<file path="src/rtl/seg_pkg.sv">
// Shared constants and types for the eight-digit seven-segment scan controller.
// Segment patterns are active-low {g,f,e,d,c,b,a}; anode selects are active-low.
package seg_pkg;

    localparam int NUM_DIGITS = 8;

    localparam logic [6:0] SEG_HEX_0 = 7'h40;
    localparam logic [6:0] SEG_HEX_1 = 7'h79;
    localparam logic [6:0] SEG_HEX_2 = 7'h24;
    localparam logic [6:0] SEG_HEX_3 = 7'h30;
    localparam logic [6:0] SEG_HEX_4 = 7'h19;
    localparam logic [6:0] SEG_HEX_5 = 7'h12;
    localparam logic [6:0] SEG_HEX_6 = 7'h02;
    localparam logic [6:0] SEG_HEX_7 = 7'h78;
    localparam logic [6:0] SEG_HEX_8 = 7'h00;
    localparam logic [6:0] SEG_HEX_9 = 7'h10;
    localparam logic [6:0] SEG_HEX_A = 7'h08;
    localparam logic [6:0] SEG_HEX_B = 7'h03;
    localparam logic [6:0] SEG_HEX_C = 7'h46;
    localparam logic [6:0] SEG_HEX_D = 7'h21;
    localparam logic [6:0] SEG_HEX_E = 7'h06;
    localparam logic [6:0] SEG_HEX_F = 7'h0E;

    localparam logic [6:0] SEG_OFF = 7'h7F;
    localparam logic [7:0] AN_OFF  = 8'hFF;

    // BLANK is the dead-time at the head of every digit slot.
    typedef enum logic {
        ST_BLANK = 1'b0,
        ST_DRIVE = 1'b1
    } state_t;

endpackage

</file>
<file path="src/rtl/hex_to_7seg.sv">
// Hex nibble to active-low seven-segment pattern {g,f,e,d,c,b,a}.
// Latency: combinational, zero cycles.
// Backpressure: none; pure function of the input nibble.
module hex_to_7seg
    import seg_pkg::*;
(
    input  logic [3:0] nibble,
    output logic [6:0] seg
);

    always_comb begin
        seg = SEG_OFF;
        case (nibble)
            4'h0: seg = SEG_HEX_0;
            4'h1: seg = SEG_HEX_1;
            4'h2: seg = SEG_HEX_2;
            4'h3: seg = SEG_HEX_3;
            4'h4: seg = SEG_HEX_4;
            4'h5: seg = SEG_HEX_5;
            4'h6: seg = SEG_HEX_6;
            4'h7: seg = SEG_HEX_7;
            4'h8: seg = SEG_HEX_8;
            4'h9: seg = SEG_HEX_9;
            4'hA: seg = SEG_HEX_A;
            4'hB: seg = SEG_HEX_B;
            4'hC: seg = SEG_HEX_C;
            4'hD: seg = SEG_HEX_D;
            4'hE: seg = SEG_HEX_E;
            4'hF: seg = SEG_HEX_F;
            default: seg = SEG_OFF;
        endcase
    end

endmodule

</file>
<file path="src/rtl/seg_scan_ctrl.sv">
// Eight-digit multiplexed seven-segment scanner with per-slot blanking and frame-synchronous updates.
// Latency: AN/hexdisp/frame_done lag the internal slot position by one clock; loads take effect at the next frame boundary.
// Backpressure: none; load always accepted, a newer load overwrites an unapplied one.
module seg_scan_ctrl
    import seg_pkg::*;
#(
    parameter int REFRESH_DIV  = 100000,
    parameter int BLANK_CYCLES = 64
)(
    input  logic        CLK100MHZ,
    input  logic        CPU_RESETN,
    input  logic [31:0] digits_in,
    input  logic [7:0]  digit_en,
    input  logic        load,
    output logic [7:0]  AN,
    output logic [6:0]  hexdisp,
    output logic        frame_done,
    output logic        load_pending
);

    localparam int CW = (REFRESH_DIV > 1) ? $clog2(REFRESH_DIV) : 1;
    localparam logic [CW-1:0] CNT_LAST   = CW'(REFRESH_DIV - 1);
    localparam logic [CW-1:0] BLANK_LAST = CW'(BLANK_CYCLES - 1);
    localparam logic [2:0]    IDX_LAST   = 3'(NUM_DIGITS - 1);

    logic [CW-1:0] cnt;
    logic [2:0]    idx;
    state_t        state;

    logic [31:0]   stg_dig;
    logic [7:0]    stg_en;
    logic [31:0]   sh_dig;
    logic [7:0]    sh_en;

    logic          slot_end;
    logic          frame_end;
    logic [3:0]    cur_nib;
    logic [6:0]    cur_seg;

    assign slot_end  = (cnt == CNT_LAST);
    assign frame_end = slot_end && (idx == IDX_LAST);
    assign cur_nib   = sh_dig[{idx, 2'b00} +: 4];

    hex_to_7seg u_hex_to_7seg (
        .nibble (cur_nib),
        .seg    (cur_seg)
    );

    // Slot counter, digit index, state and the registered display outputs.
    always_ff @(posedge CLK100MHZ or negedge CPU_RESETN) begin
        if (!CPU_RESETN) begin
            cnt        <= '0;
            idx        <= '0;
            state      <= ST_BLANK;
            AN         <= AN_OFF;
            hexdisp    <= SEG_OFF;
            frame_done <= 1'b0;
        end else begin
            frame_done <= frame_end;

            if (state == ST_DRIVE && sh_en[idx]) begin
                AN      <= ~(8'd1 << idx);
                hexdisp <= cur_seg;
            end else begin
                AN      <= AN_OFF;
                hexdisp <= SEG_OFF;
            end

            if (slot_end) begin
                cnt   <= '0;
                idx   <= idx + 3'd1;
                state <= ST_BLANK;
            end else begin
                cnt <= cnt + 1'b1;
                if (cnt == BLANK_LAST) begin
                    state <= ST_DRIVE;
                end
            end
        end
    end

    // Shadow only moves at the frame boundary so a frame never mixes old and new digits;
    // a load landing on the boundary cycle bypasses staging and applies at once.
    always_ff @(posedge CLK100MHZ or negedge CPU_RESETN) begin
        if (!CPU_RESETN) begin
            stg_dig      <= '0;
            stg_en       <= '0;
            sh_dig       <= '0;
            sh_en        <= '0;
            load_pending <= 1'b0;
        end else begin
            if (load) begin
                stg_dig <= digits_in;
                stg_en  <= digit_en;
            end

            if (frame_end) begin
                sh_dig       <= load ? digits_in : stg_dig;
                sh_en        <= load ? digit_en  : stg_en;
                load_pending <= 1'b0;
            end else if (load) begin
                load_pending <= 1'b1;
            end
        end
    end

endmodule

</file>
<file path="config.mk">
export PLATFORM = sky130hd
export DESIGN_NAME = seg_scan_ctrl
export DESIGN_NICKNAME = d
export VERILOG_FILES = /design/src/rtl/seg_pkg.sv /design/src/rtl/hex_to_7seg.sv /design/src/rtl/seg_scan_ctrl.sv
export SDC_FILE = /design/constraint.sdc
export NUM_CORES = 1
export LEC_CHECK = 0
export ABC_AREA = 1
export CELL_PAD_IN_SITES_DETAIL_PLACEMENT = 0
export CELL_PAD_IN_SITES_GLOBAL_PLACEMENT = 2
export CORE_MARGIN = 3
export CORE_UTILIZATION = 34
export DETAILED_ROUTE_END_ITERATION = 7
export GPL_TIMING_DRIVEN = 0
export PLACE_DENSITY_LB_ADDON = 0.3
export REMOVE_ABC_BUFFERS = 1
export SYNTH_ARGS = -nofsm -noshare
export SYNTH_HDL_FRONTEND = slang
export SYNTH_HIERARCHICAL = 1
export SYNTH_SLANG_ARGS = --single-unit
export TNS_END_PERCENT = 50
</file>
<file path="constraint.sdc">
create_clock -name CLK100MHZ -period 2.7 [get_ports CLK100MHZ]
set_input_delay 0.405 -clock CLK100MHZ [delete_from_list [all_inputs] [get_ports CLK100MHZ]]
set_output_delay 0.405 -clock CLK100MHZ [all_outputs]
set_load 0.005 [all_outputs]
</file>
==> flow_summary.toml <==
[synthesis]
syn_area_mm2 = 0.00565
ys_ff_latch = 118
async_flop_share = 1.00
syn_inst = 686
synth_edf_count = 0
synthFlopType = "dfrtp_1"
yosysWarnings = 6
synth.distinct_cells = 29
ys_seq_area_frac = 0.526
post_synth.cell_area_avg_um2 = 8.23

[detailed_routing]
vias = 4585
detail_route.wirelength_um = 14000
viasPerCell = 4.76
dr.pass1.iters = 4
drt-initial-drc-count = 225
antenna_left = 0
wl_per_cell_um = 14.5
drc_errors = 0

[timing]
rsz0062_at_grt = "false"
setup_viol = 0
worst_pin_slew_ns = 1.08
min_period_ns = 2.42
drv_slew = 0
setup_tns_ns = 0
slew-limit-headroom = 0.277
fmax_mhz = 412
timing.final.crit_share = 0.898
hold_viol = 0
finClkSkew_ns = 0.00800
hold_slack_ns = 0.463

[clocking]
htree_levels = 4
clkTransAtPathRegs_ns = 0.06
cts_tree = "yes"
numCtsBuffers = 17
ctsRootBufferMaster = "clkbuf_16"
clock_latency_ns = 0.42
clock_sinks = 118
cts_buffer_depth = 2

[final_layout]
mostFrequentLayoutCells = "nand2_1, dfrtp_1, nand4_1"
diodes = 0
fin_nets = 792
drive_gt1_frac = 0.103
area_growth_pct = 24.7
num-fill-cells = 1618
final_common_cell = "nand2_1"

[power_and_ir_drop]
vdd_drop_max_mv = 0.424
p_leak_nw = 3.35
power.total_mw = 4.47
p_per_area_mw_per_mm2 = 636

[worst_setup_path]
crit_type = "flop to flop"
cp.arrival_ns = 2.73
startpoint_type = "flop"
required_ns = 3.00
cp-end-kind = "flop"
cp_max_fo = 42

[global_route]
antenna_found_initial = 0
grt_pass1_wl_um = 23300
grt.total_usage = 0.162
globalRouteOverflowTotal = 0
grt_max_degree = 75
grt_pass1_vias = 4667

[floorplanning]
rows = 46
die_area_mm2 = 0.0182
core_area_mm2 = 0.0161
die_w_um = 135
ios = 60
fp.dieH_um = 135
start_util = 0.352

[status]
outcome = "finished, final reports clean"

[placed_design]
portBuffers = 59
routabilityCongestion = 0.824
dp_hpwl_um = 8370

[run]
maxCapViolCount = 0

[min_path]
worstHoldPathType = "flop to flop"
-- repair_timing --
item                                    CTS  global route
hold buffers                              1             0
hold endpoints to repair                 44             0
endpoints found under the setup margin   89            48
pin swaps                                 0             1
setup buffers                             4             0
cloned                                    3             1
gates resized for setup                   9             1
-- metrics by stage --
step | area (µm²) | instances | utilization | setup slack [ns]
after floorplan | 5420 | 647 | - | 0.148
after global placement | 6280 | 922 | 0.391 | -3.45
after detailed placement | 6310 | 923 | 0.393 | -0.983
final | 7040 | 964 | 0.438 | 0.276
after CTS | 7030 | 963 | 0.438 | 0.0216
after global routing | 7040 | 964 | 0.438 | 0.0235
-- power breakdown --
part           leakage, nW  internal (mW)  switching (mW)
combinational         1.75         0.0863           0.111
clock                0.308           1.58           0.861
sequential            1.29           1.82          0.0138
-- registers in the layout, summed over array words and instances, names as in the netlist --
signal        flops
load_pending      1
stg_en            8
sh_en             8
state             1
stg_dig          32
idx               3
cnt              17
frame_done        1
hexdisp           7
AN                8
sh_dig           32
-- synth_stat cells (2+ instances only) --
| master | number | area, µm² |
|---|---|---|
| xor2_1 | 7 | 61.3 |
| nor3_1 | 2 | 10.0 |
| buf_2 | 15 | 75.1 |
| o22ai_1 | 8 | 50.1 |
| inv_1 | 43 | 161 |
| buf_6 | 5 | 56.3 |
| nand4_1 | 58 | 363 |
| clkbuf_1 | 13 | 48.8 |
| nand3_1 | 20 | 100 |
| nand2_1 | 277 | 1040 |
| o21ai_1 | 5 | 25.0 |
| dfstp_2 | 15 | 394 |
| nand2_2 | 3 | 18.8 |
| o21ai_0 | 21 | 105 |
| nor2_1 | 57 | 214 |
| dfrtp_1 | 103 | 2580 |
| nand3_4 | 2 | 35.0 |
| ha_1 | 14 | 175 |
| inv_2 | 4 | 15.0 |
| buf_4 | 5 | 37.5 |
-- final cells by class --
class,count,area [µm²],area share
Sequential cell,118,2980,0.423
Multi-Input combinational cell,483,2290,0.326
Timing Repair Buffer,65,661,0.0939
Clock buffer,18,439,0.0624
Tap cell,216,270,0.0384
Clock inverter,14,198,0.0281
Inverter,47,184,0.0261
Timing Repair inverter,3,17.5,0.00249
-- critical path, stage by stage (launching register included) --
cell	delay (ns)
dfrtp_1	0.38
ha_1	0.18
nand2_1	0.11
inv_2	0.08
nand2_2	0.14
nor2_4	0.60
nand3_4	0.51
o21ai_0	0.22
inv_1	0.06
-- path summary, 6_finish.rpt --
kind | from | end | slack [ns] | cells past startpoint
setup / recovery | cnt[0]$_DFF_PN0_ | load_pending$_DFFE_PN0P_ | 0.28 | 8
hold / removal | sh_dig[27]$_DFFE_PN0P_ | sh_dig[27]$_DFFE_PN0P_ | 0.46 | 2
setup reg to reg | cnt[0]$_DFF_PN0_ | load_pending$_DFFE_PN0P_ | 0.28 | 8
hold reg to reg | sh_dig[27]$_DFFE_PN0P_ | sh_dig[27]$_DFFE_PN0P_ | 0.46 | 2
max in group asynchronous | CPU_RESETN | hexdisp[5]$_DFF_PN1_ | 1.48 | 3
min in group asynchronous | CPU_RESETN | cnt[15]$_DFF_PN0_ | 0.49 | 2
-- cell families after synthesis --
kind of cell,count (synthesis),share of synthesized area
adder cells (fa/ha/maj),14,0.0310
AND/OR/NAND/NOR,424,0.325
AO/OA/AOI/OAI,36,0.0346
buffers and inverters,86,0.0707
flip-flops,118,0.526
XOR/XNOR,8,0.0124
-- metal layers --
metal,global-route usage,vias up,part of all wire
met3,0.0466,10,0.037
met1,0.219,2207,0.49
met2,0.257,64,0.46
li1,-,2304,-
met4,0.0447,0,0.010
met5,0,-,0
No activity file was read; power rests on OpenSTA's default activity.
